--- src/rtl/game_flow_controller_pkg.sv ---
// game_pkg: shared definitions for the FlappyBox game flow controller.
//   - game_state_e : TITLE / PLAY / DYING / OVER state encodings
//   - FCNT_W       : width of every frame counter
//   - DEF_*_FRAMES : default frame constants
//   - frames_legal : legality check for frame-count parameters
package game_pkg;

  localparam int FCNT_W = 8;

  typedef enum logic [1:0] {
    GS_TITLE = 2'd0,
    GS_PLAY  = 2'd1,
    GS_DYING = 2'd2,
    GS_OVER  = 2'd3
  } game_state_e;

  localparam int DEF_DEATH_FRAMES   = 30;
  localparam int DEF_LOCKOUT_FRAMES = 60;
  localparam int DEF_BLINK_FRAMES   = 32;

  // A frame count must be at least 1 and fit in an FCNT_W-bit counter.
  function automatic bit frames_legal(input int v);
    return (v >= 1) && (v <= (2 ** FCNT_W) - 1);
  endfunction

endpackage

--- src/rtl/game_flow_controller_frame_counter.sv ---
// frame_counter: per-frame event counter.
//   clk_i, rst_ni : clock, asynchronous active-low reset
//   en_i          : counting enabled
//   clr_i         : synchronous clear to 0 (wins over counting)
//   tick_i        : one-cycle frame pulse
//   sat_i         : 1 = hold at term_i, 0 = wrap to 0 after term_i
//   term_i        : terminal count value
//   at_term_o     : count currently equals term_i
//   wrap_o        : tick that wraps the counter (only when sat_i=0)
module frame_counter
  import game_pkg::*;
(
  input  logic              clk_i,
  input  logic              rst_ni,
  input  logic              en_i,
  input  logic              clr_i,
  input  logic              tick_i,
  input  logic              sat_i,
  input  logic [FCNT_W-1:0] term_i,
  output logic              at_term_o,
  output logic              wrap_o
);

  logic [FCNT_W-1:0] cnt_q;

  assign at_term_o = (cnt_q == term_i);
  assign wrap_o    = en_i & tick_i & at_term_o & ~sat_i;

  always_ff @(posedge clk_i or negedge rst_ni) begin
    if (!rst_ni) begin
      cnt_q <= '0;
    end else if (clr_i) begin
      cnt_q <= '0;
    end else if (en_i && tick_i) begin
      if (at_term_o) begin
        if (!sat_i) cnt_q <= '0;
      end else begin
        cnt_q <= cnt_q + FCNT_W'(1);
      end
    end
  end

endmodule

--- src/rtl/game_flow_controller.sv ---
// game_flow_controller: TITLE / PLAY / DYING / OVER sequencer for FlappyBox.
//   clk          : pixel-domain clock
//   reset        : asynchronous active-low reset
//   frame_tick   : one pulse per video frame
//   btn          : debounced jump button level
//   collision    : bird hits pipe or ground
//   gameover_on  : per-pixel hit from the game-over overlay unit
//   play_en      : high in PLAY
//   freeze       : high in DYING and OVER
//   title_en     : high in TITLE
//   gameover_pix : gameover_on gated by OVER state and blink phase
//   game_restart : one-cycle restart pulse for bird/pipe/score logic
//   state_o      : current state encoding
module game_flow_controller
  import game_pkg::*;
#(
  parameter int DEATH_FRAMES   = DEF_DEATH_FRAMES,
  parameter int LOCKOUT_FRAMES = DEF_LOCKOUT_FRAMES,
  parameter int BLINK_FRAMES   = DEF_BLINK_FRAMES
) (
  input  logic       clk,
  input  logic       reset,
  input  logic       frame_tick,
  input  logic       btn,
  input  logic       collision,
  input  logic       gameover_on,
  output logic       play_en,
  output logic       freeze,
  output logic       title_en,
  output logic       gameover_pix,
  output logic       game_restart,
  output logic [1:0] state_o
);

  if (!frames_legal(DEATH_FRAMES)) begin : g_bad_death
    $error("DEATH_FRAMES must be within 1..255");
  end
  if (!frames_legal(LOCKOUT_FRAMES)) begin : g_bad_lockout
    $error("LOCKOUT_FRAMES must be within 1..255");
  end
  if (!frames_legal(BLINK_FRAMES)) begin : g_bad_blink
    $error("BLINK_FRAMES must be within 1..255");
  end

  localparam logic [FCNT_W-1:0] DEATH_TERM   = FCNT_W'(DEATH_FRAMES - 1);
  localparam logic [FCNT_W-1:0] LOCKOUT_TERM = FCNT_W'(LOCKOUT_FRAMES);
  localparam logic [FCNT_W-1:0] BLINK_TERM   = FCNT_W'(BLINK_FRAMES - 1);

  game_state_e state_q;
  logic        btn_q;
  logic        restart_q;
  logic        blink_vis_q;

  logic              btn_rise;
  logic              in_over;
  logic              in_dying;
  logic              restart_go;
  logic              death_done;
  logic [FCNT_W-1:0] fc_term;
  logic              fc_en;
  logic              fc_clr;
  logic              fc_at_term;
  logic              fc_wrap;
  logic              bc_at_term;
  logic              blink_wrap;

  assign btn_rise = btn & ~btn_q;
  assign in_over  = (state_q == GS_OVER);
  assign in_dying = (state_q == GS_DYING);

  // One counter serves both the death delay (wrapping at DEATH_FRAMES-1, so it
  // is already 0 on the first OVER cycle) and the lockout (saturating).
  assign fc_term    = in_dying ? DEATH_TERM : LOCKOUT_TERM;
  assign fc_en      = in_dying | in_over;
  assign fc_clr     = ~fc_en | restart_go;
  assign death_done = in_dying & fc_wrap;

  // Armed is sampled before this cycle's tick, so a rise coinciding with the
  // arming tick is still discarded.
  assign restart_go = in_over & fc_at_term & btn_rise;

  frame_counter u_life_cnt (
    .clk_i     (clk),
    .rst_ni    (reset),
    .en_i      (fc_en),
    .clr_i     (fc_clr),
    .tick_i    (frame_tick),
    .sat_i     (in_over),
    .term_i    (fc_term),
    .at_term_o (fc_at_term),
    .wrap_o    (fc_wrap)
  );

  frame_counter u_blink_cnt (
    .clk_i     (clk),
    .rst_ni    (reset),
    .en_i      (in_over),
    .clr_i     (~in_over | restart_go),
    .tick_i    (frame_tick),
    .sat_i     (1'b0),
    .term_i    (BLINK_TERM),
    .at_term_o (bc_at_term),
    .wrap_o    (blink_wrap)
  );

  always_ff @(posedge clk or negedge reset) begin
    if (!reset) begin
      state_q     <= GS_TITLE;
      btn_q       <= 1'b0;
      restart_q   <= 1'b0;
      blink_vis_q <= 1'b1;
    end else begin
      btn_q     <= btn;
      restart_q <= 1'b0;
      unique case (state_q)
        GS_TITLE: begin
          if (btn_rise) begin
            state_q   <= GS_PLAY;
            restart_q <= 1'b1;
          end
        end
        GS_PLAY: begin
          if (collision) state_q <= GS_DYING;
        end
        GS_DYING: begin
          if (death_done) begin
            state_q     <= GS_OVER;
            blink_vis_q <= 1'b1;
          end
        end
        GS_OVER: begin
          if (restart_go) begin
            state_q     <= GS_PLAY;
            restart_q   <= 1'b1;
            blink_vis_q <= 1'b1;
          end else if (blink_wrap) begin
            blink_vis_q <= ~blink_vis_q;
          end
        end
      endcase
    end
  end

  assign play_en      = (state_q == GS_PLAY);
  assign freeze       = in_dying | in_over;
  assign title_en     = (state_q == GS_TITLE);
  assign gameover_pix = gameover_on & in_over & blink_vis_q;
  assign game_restart = restart_q;
  assign state_o      = state_q;

  // The blink counter only needs its wrap output.
  logic unused_bc;
  assign unused_bc = bc_at_term;

endmodule
--- config.mk ---
export PLATFORM = sky130hd
export DESIGN_NAME = game_flow_controller
export DESIGN_NICKNAME = d
export VERILOG_FILES = /design/src/rtl/game_flow_controller_pkg.sv /design/src/rtl/game_flow_controller_frame_counter.sv /design/src/rtl/game_flow_controller.sv
export SDC_FILE = /design/constraint.sdc
export NUM_CORES = 1
export LEC_CHECK = 0
export CORE_UTILIZATION = 55
export DETAILED_ROUTE_END_ITERATION = 10
export GPL_ROUTABILITY_DRIVEN = 0
export PLACE_DENSITY = 0.8
export SETUP_SLACK_MARGIN = 0.15
export SLEW_MARGIN = 25
export SYNTH_ARGS = -nofsm -noshare
export SYNTH_HDL_FRONTEND = slang
export SYNTH_SLANG_ARGS = --single-unit
--- constraint.sdc ---
create_clock -name clk -period 2.99 [get_ports clk]
set_clock_uncertainty 0.15 [all_clocks]
set_input_delay 0.598 -clock clk [delete_from_list [all_inputs] [get_ports clk]]
set_output_delay 0.598 -clock clk [all_outputs]
set_load 0.02 [all_outputs]
==> flow_summary.yaml, run 1 <==
critical_path:
  critPathArrivalTime_ns: 1.93
  r2r-start: "state_o[0]"
  cp_data_required_time_ns: 2.24
  crit_path_end_kind: "output pin"
  critPathLaunchType: "flip-flop"
  r2r_setup_slack_ns: 0.35
  cp_max_fo: 6
  crit_type: "reg2out"
  timing.rr.end: "state_o[1]"
  rr_worst_depth: 7
die:
  io_pins: 13
  dieArea_mm2: 0.00242
  coreArea_mm2: 0.00202
  rows: 16
  die_h_um: 49.2
  die_w_um: 49.2
  start_util_pct: 60.5
cells_and_area:
  regArea_um2: 527
  fillers: 145
  antenna_cells: 0
  multi_input_area_um2: 669
  nets: 159
  syn_to_final_growth_pct: 17.4
  final_common_cell: "dfrtp_1"
  final_cell_mix: "dfrtp_1 (20), clkdlybuf4s50_1 (12), nor2_1 (10)"
  drive_gt1_share_pct: 10.3
global_routing:
  grt_pass1_vias: 982
  grt_pass1_wl_um: 4400
  use_met2_pct: 40.4
  grt_max_degree: 22
  overflow: 0
  met1_usage_pct: 30.7
  grt.busiest_layer: "met2"
  grt_use_total_pct: 23.3
  antenna_found_initial: 0
  grt.met3_usage_pct: 4.05
clock_tree:
  insertion_delay_ns: 0.29
  postCtsSetupBuffers: 0
  cts-htree-levels: 1
  cts_tree: "done"
  clk_pin_slew_ns: 0.12
  cts.sinks: 21
  cts-buffers-inserted: 3
  cts.path.max_buffers: 2
  root_buffer: "clkbuf_4"
routing:
  drt_iter0_markers: 23
  ant_nets: 0
  viasPerCell: 6.01
  wl_per_cell_um: 14.7
  drt-total-wl_um: 2530
  dr_total_vias: 1033
  drc: 0
  dr.pass1.iters: 4
timing:
  maxSlewViolCount: 0
  fin_crit_sh_pct: 89.4
  fmax_ghz: 0.374
  final-hold-violation-count: 0
  rsz0062_at_grt: "no"
  tightest_slew_ns: 0.508
  finalSetupTns_ns: 0
  hold_ws_ns: 0.334
  slew-limit-headroom_pct: 66.0
  final_period_minus_worst_setup_slack_ns: 2.67
  setup_violations: 0
hold_path:
  holdPathEnd: "u_life_cnt.cnt_q[7]"
  hold_depth: 1
  hp-start: "u_life_cnt.cnt_q[7]"
  min_path_type: "reg2reg"
logic_synthesis:
  syn-cell-area_mm2: 0.00122
  ys_ff_latch: 21
  yosysUniqueCellTypes: 40
  yosys_warnings: 0
  synthCells: 126
  syn-num-nets: 139
  seq_area_frac_synth_pct: 43.0
  syn_area_per_cell_um2: 9.71
run_status:
  run_status: "finished clean"
place:
  io_buffers: 12
  dp_hpwl_um: 1830
flow_run:
  cap_viol_max_count: 0
pwr:
  p_total_w: 0.00108
  power.density_mw_per_mm2: 749
  p_leak_nw: 0.629
  ir_drop_v: 0.000521
## synthesized netlist by cell type
| cell type | number | share of area (%) |
|---|---|---|
| nand3b_1 | 1 | 0.61 |
| nand4bb_1 | 1 | 0.92 |
| a32o_1 | 1 | 0.82 |
| and3_1 | 4 | 2.0 |
| o31ai_1 | 3 | 1.8 |
| a21o_1 | 1 | 0.61 |
| o21a_1 | 1 | 0.61 |
| mux2i_1 | 3 | 2.5 |
| nor2b_1 | 4 | 2.0 |
| inv_1 | 6 | 1.8 |
| o21ai_0 | 9 | 3.7 |
| nand2_1 | 7 | 2.1 |
| a21oi_1 | 4 | 1.6 |
| a311oi_1 | 1 | 0.72 |
| nand2b_1 | 4 | 2.0 |
| and4_1 | 2 | 1.4 |
| xnor2_1 | 2 | 1.4 |
| nor3b_1 | 1 | 0.61 |
| or4_1 | 1 | 0.61 |
| dfrtp_1 | 20 | 41 |
| nor3_1 | 5 | 2.0 |
| a2111oi_2 | 1 | 1.2 |
| nor2_1 | 10 | 3.1 |
| clkbuf_1 | 2 | 0.61 |
| nand4_1 | 1 | 0.51 |
| ha_1 | 7 | 7.2 |
| o211a_1 | 1 | 0.82 |
| nor4_1 | 1 | 0.51 |
| xor2_1 | 4 | 2.9 |
| a31oi_1 | 1 | 0.51 |
| dfstp_2 | 1 | 2.1 |
| a2111o_1 | 1 | 0.92 |
| o2111ai_1 | 1 | 0.72 |
| mux2_2 | 1 | 0.92 |
| or3_4 | 1 | 0.92 |
| o41ai_1 | 1 | 0.72 |
| o211ai_1 | 2 | 1.2 |
| nand3_1 | 7 | 2.9 |
| or2_2 | 1 | 0.51 |
| o21ai_2 | 1 | 0.72 |
## metal layers
metal | share of wire, % | wire length [um]
met4 | 0.47 | 12
met2 | 48 | 1210
met3 | 4.4 | 111
met5 | 0 | 0
met1 | 47 | 1190
## worst max-delay path by stage
stage,start,to,slack [ns],cells after the start
floorplan,state_o[0],state_o[1],0.44,7
global placement,state_o[0],state_o[1],0.45,7
detailed placement,state_o[0],state_o[1],0.39,7
CTS,state_o[0],freeze,0.24,4
global route,state_o[0],state_o[1],0.22,7
finish,state_o[0],freeze,0.32,5
## report_power, final
group | leakage, nW | internal (W) | total, W | switching (W)
Sequential | 0.280 | 0.000322 | 0.000376 | 0.0000540
Combinational | 0.334 | 0.000259 | 0.000564 | 0.000305
Clock | 0.0150 | 0.0000518 | 0.000135 | 0.0000833
Total | 0.629 | 0.000634 | 0.00108 | 0.000442
## final cells by class
class / instances / area share (%)
Clock buffer: 4 / 1.83
Inverter: 6 / 1.57
Multi-Input combinational cell: 97 / 46.6
Sequential cell: 21 / 36.7
Tap cell: 27 / 2.35
Timing Repair Buffer: 17 / 11.0
## flip-flops by register name (all words and copies together) (netlist names)
name / flops
u_blink_cnt.cnt_q: 8
u_life_cnt.cnt_q: 8
state_o: 2
blink_vis_q: 1
btn_q: 1
game_restart: 1
## worst max-delay path: stages, from the launching register on
cell	delay, ns
dfrtp_1	0.45
inv_1	0.13
ha_1	0.25
nor2_1	0.09
inv_1	0.10
clkdlybuf4s50_1	0.61
## cells by family after synthesis
family	after synthesis	synth area share (%)
AND/OR/NAND/NOR	51	22.9
multiplexers	4	3.37
XOR/XNOR	6	4.29
adder cells (fa/ha/maj)	7	7.16
buffers and inverters	8	2.45
flip-flops	21	43.0
AO/OA/AOI/OAI	29	16.8
## what timing repair did
action                                  in CTS  in global routing
hold buffers                                 0                  0
hold endpoints to repair                     0                  0
gates resized for setup                      0                  1
endpoints found under the setup margin       0                  1
## per-stage QoR
stage	instances	setup slack (ns)	area [um^2]	utilization (%)
after floorplan	126	0.435	1220	-
after global placement	168	0.446	1410	69.6
after detailed placement	168	0.392	1410	69.6
after CTS	172	0.243	1430	70.9
after global routing	172	0.221	1440	71.0
final	172	0.316	1440	71.0
Note: power is estimated with default switching activity, not from simulation.
==> run 2: changes to the inputs <==
CORE_MARGIN = 2   (was unset)
PLACE_DENSITY = 0.77   (was 0.8)
SYNTH_HIERARCHICAL = 1   (was unset)
==> run 2 against run 1 <==
  * Routed wire length increased by 50%
  * Sequential power decreased by 5.3%
  * Combinational power increased by 20%
  * Non-clock buffer count increased by 5
  * Core utilization decreased by 4.7 points
  * Sequential cell count unchanged
  * Final cell count increased by 65%
  * Clock power increased by 9.6%
  * Synthesized cell count increased by 71%
  * Count of clock-buffer cells in the layout decreased by 1
==> flow_summary.yaml, run 2 <==
run_status:
  run_status: "finished clean"
timing:
  final-hold-violation-count: 0
  maxSlewViolCount: 0
  finalSetupTns_ns: 0
  final_period_minus_worst_setup_slack_ns: 2.79
  setup_ws_ns: 0.203
  rsz0062_at_grt: "yes"
  fin_crit_sh_pct: 93.2
  fmax_ghz: 0.359
  hold_ws_ns: 0.382
  setup_violations: 0
critical_path:
  cp_data_required_time_ns: 3.06
  path_delay_family: "compound AO/OA/AOI/OAI gates"
  slowest_stage: "dfrtp_1"
  critPathArrivalTime_ns: 2.86
  critPathLaunchType: "flip-flop"
  timing.rr.end: "state_o[1]"
  rr_worst_depth: 11
  crit_buf_inv: 3
  slowest_delay_ns: 0.46
  r2r_setup_slack_ns: 0.20
  path_depth: 11
  r2r-start: "state_o[0]"
  crit_end: "state_o[1]"
  path_cells: "inv_2, ha_4, inv_1, xnor2_1, nand4_2, or2_4, nor3_2, inv_1, a222oi_1, o21ai_1, mux2_4"
  crit_start: "state_o[0]"
  cp_max_fo: 5
  critPathMostFrequentCell: "inv_1"
  crit_path_end_kind: "flip-flop"
  crit_type: "reg2reg"
routing:
  ant_nets: 0
  viasPerCell: 5.62
  wl_per_cell_um: 13.4
  drt-total-wl_um: 3800
  dr.pass1.iters: 4
  drt_iter0_markers: 81
  dr_total_vias: 1596
  drc: 0
global_routing:
  antenna_found_initial: 0
  overflow: 0
  grt_pass1_wl_um: 6460
  grt_use_total_pct: 23.3
  grt_pass1_vias: 1447
  grt_max_degree: 22
pwr:
  power.density_mw_per_mm2: 578
  p_total_w: 0.00118
  p_leak_nw: 0.726
  ir_drop_v: 0.000613
clock_tree:
  root_buffer: "clkbuf_4"
  cts-htree-levels: 1
  cts.sinks: 21
  clk_pin_slew_ns: 0.13
  cts-buffers-inserted: 3
  cts_tree: "done"
  cts.path.max_buffers: 2
  insertion_delay_ns: 0.32
  ctsHoldBuffers: 0
die:
  die_h_um: 61.2
  rows: 20
  io_pins: 13
  coreArea_mm2: 0.00308
  die_w_um: 61.2
  start_util_pct: 58.4
  dieArea_mm2: 0.00374
cells_and_area:
  final_cell_mix: "nand2_1 (38), dfrtp_1 (20), conb_1 (15)"
  drive_gt1_share_pct: 15.8
  syn_to_final_growth_pct: 13.7
  final_common_cell: "nand2_1"
  antenna_cells: 0
  nets: 253
  final_area_mm2: 0.00204
place:
  dp_slack_ns: 0.0895
  placed_area_mm2: 0.00198
  io_buffers: 12
  dp_hpwl_um: 2650
hold_path:
  min_path_type: "reg2reg"
logic_synthesis:
  synthCells: 215
  yosys_warnings: 6
  syn-cell-area_mm2: 0.00180
  syn_area_per_cell_um2: 8.36
flow_run:
  cap_viol_max_count: 0
## run 2: worst min-delay path by stage
stage                      startpoint           to  slack [ns]  cells after the start
final                     blink_vis_q  blink_vis_q        0.38                      1
after global routing      blink_vis_q  blink_vis_q        0.40                      1
after CTS                 blink_vis_q  blink_vis_q        0.39                      1
after detailed placement  blink_vis_q  blink_vis_q        0.36                      1
after global placement    blink_vis_q  blink_vis_q        0.37                      1
after floorplan                 reset        btn_q        0.15                      0
## run 2: area by class of cell
class | instances | area (um^2)
fillers | 267 | 1030
well taps | 44 | 55.1
inverters | 10 | 37.5
clock inverters | 1 | 5.00
flip-flops and latches | 21 | 527
clock buffers | 3 | 22.5
repair buffers | 22 | 195
multi-input cells | 183 | 1200
## run 2: repair_timing
action                     CTS  global route
resized for setup            0             5
setup endpoints to repair    2             6
buffers inserted             1             0
hold endpoints to repair     0             0
gates cloned                 0             0
pin swaps                    1             1
## run 2: power breakdown
group	internal [W]	switching, W
combinational	0.000294	0.000382
clock	0.0000502	0.0000975
sequential	0.000310	0.0000457
## run 2: metrics by stage
stage	std cells	utilization (%)
2_1_floorplan	228	-
6_report	284	66.4
5_1_grt	284	66.4
3_5_place_dp	279	64.3
4_1_cts	284	65.5
3_3_place_gp	279	64.3
## run 2: routing by layer
layer,track usage [%],up-vias,wire (um)
met5,0,-,0
met4,8.07,0,40
met3,4.62,4,232
li1,-,814,-
met2,35.3,50,1720
met1,33.2,728,1800
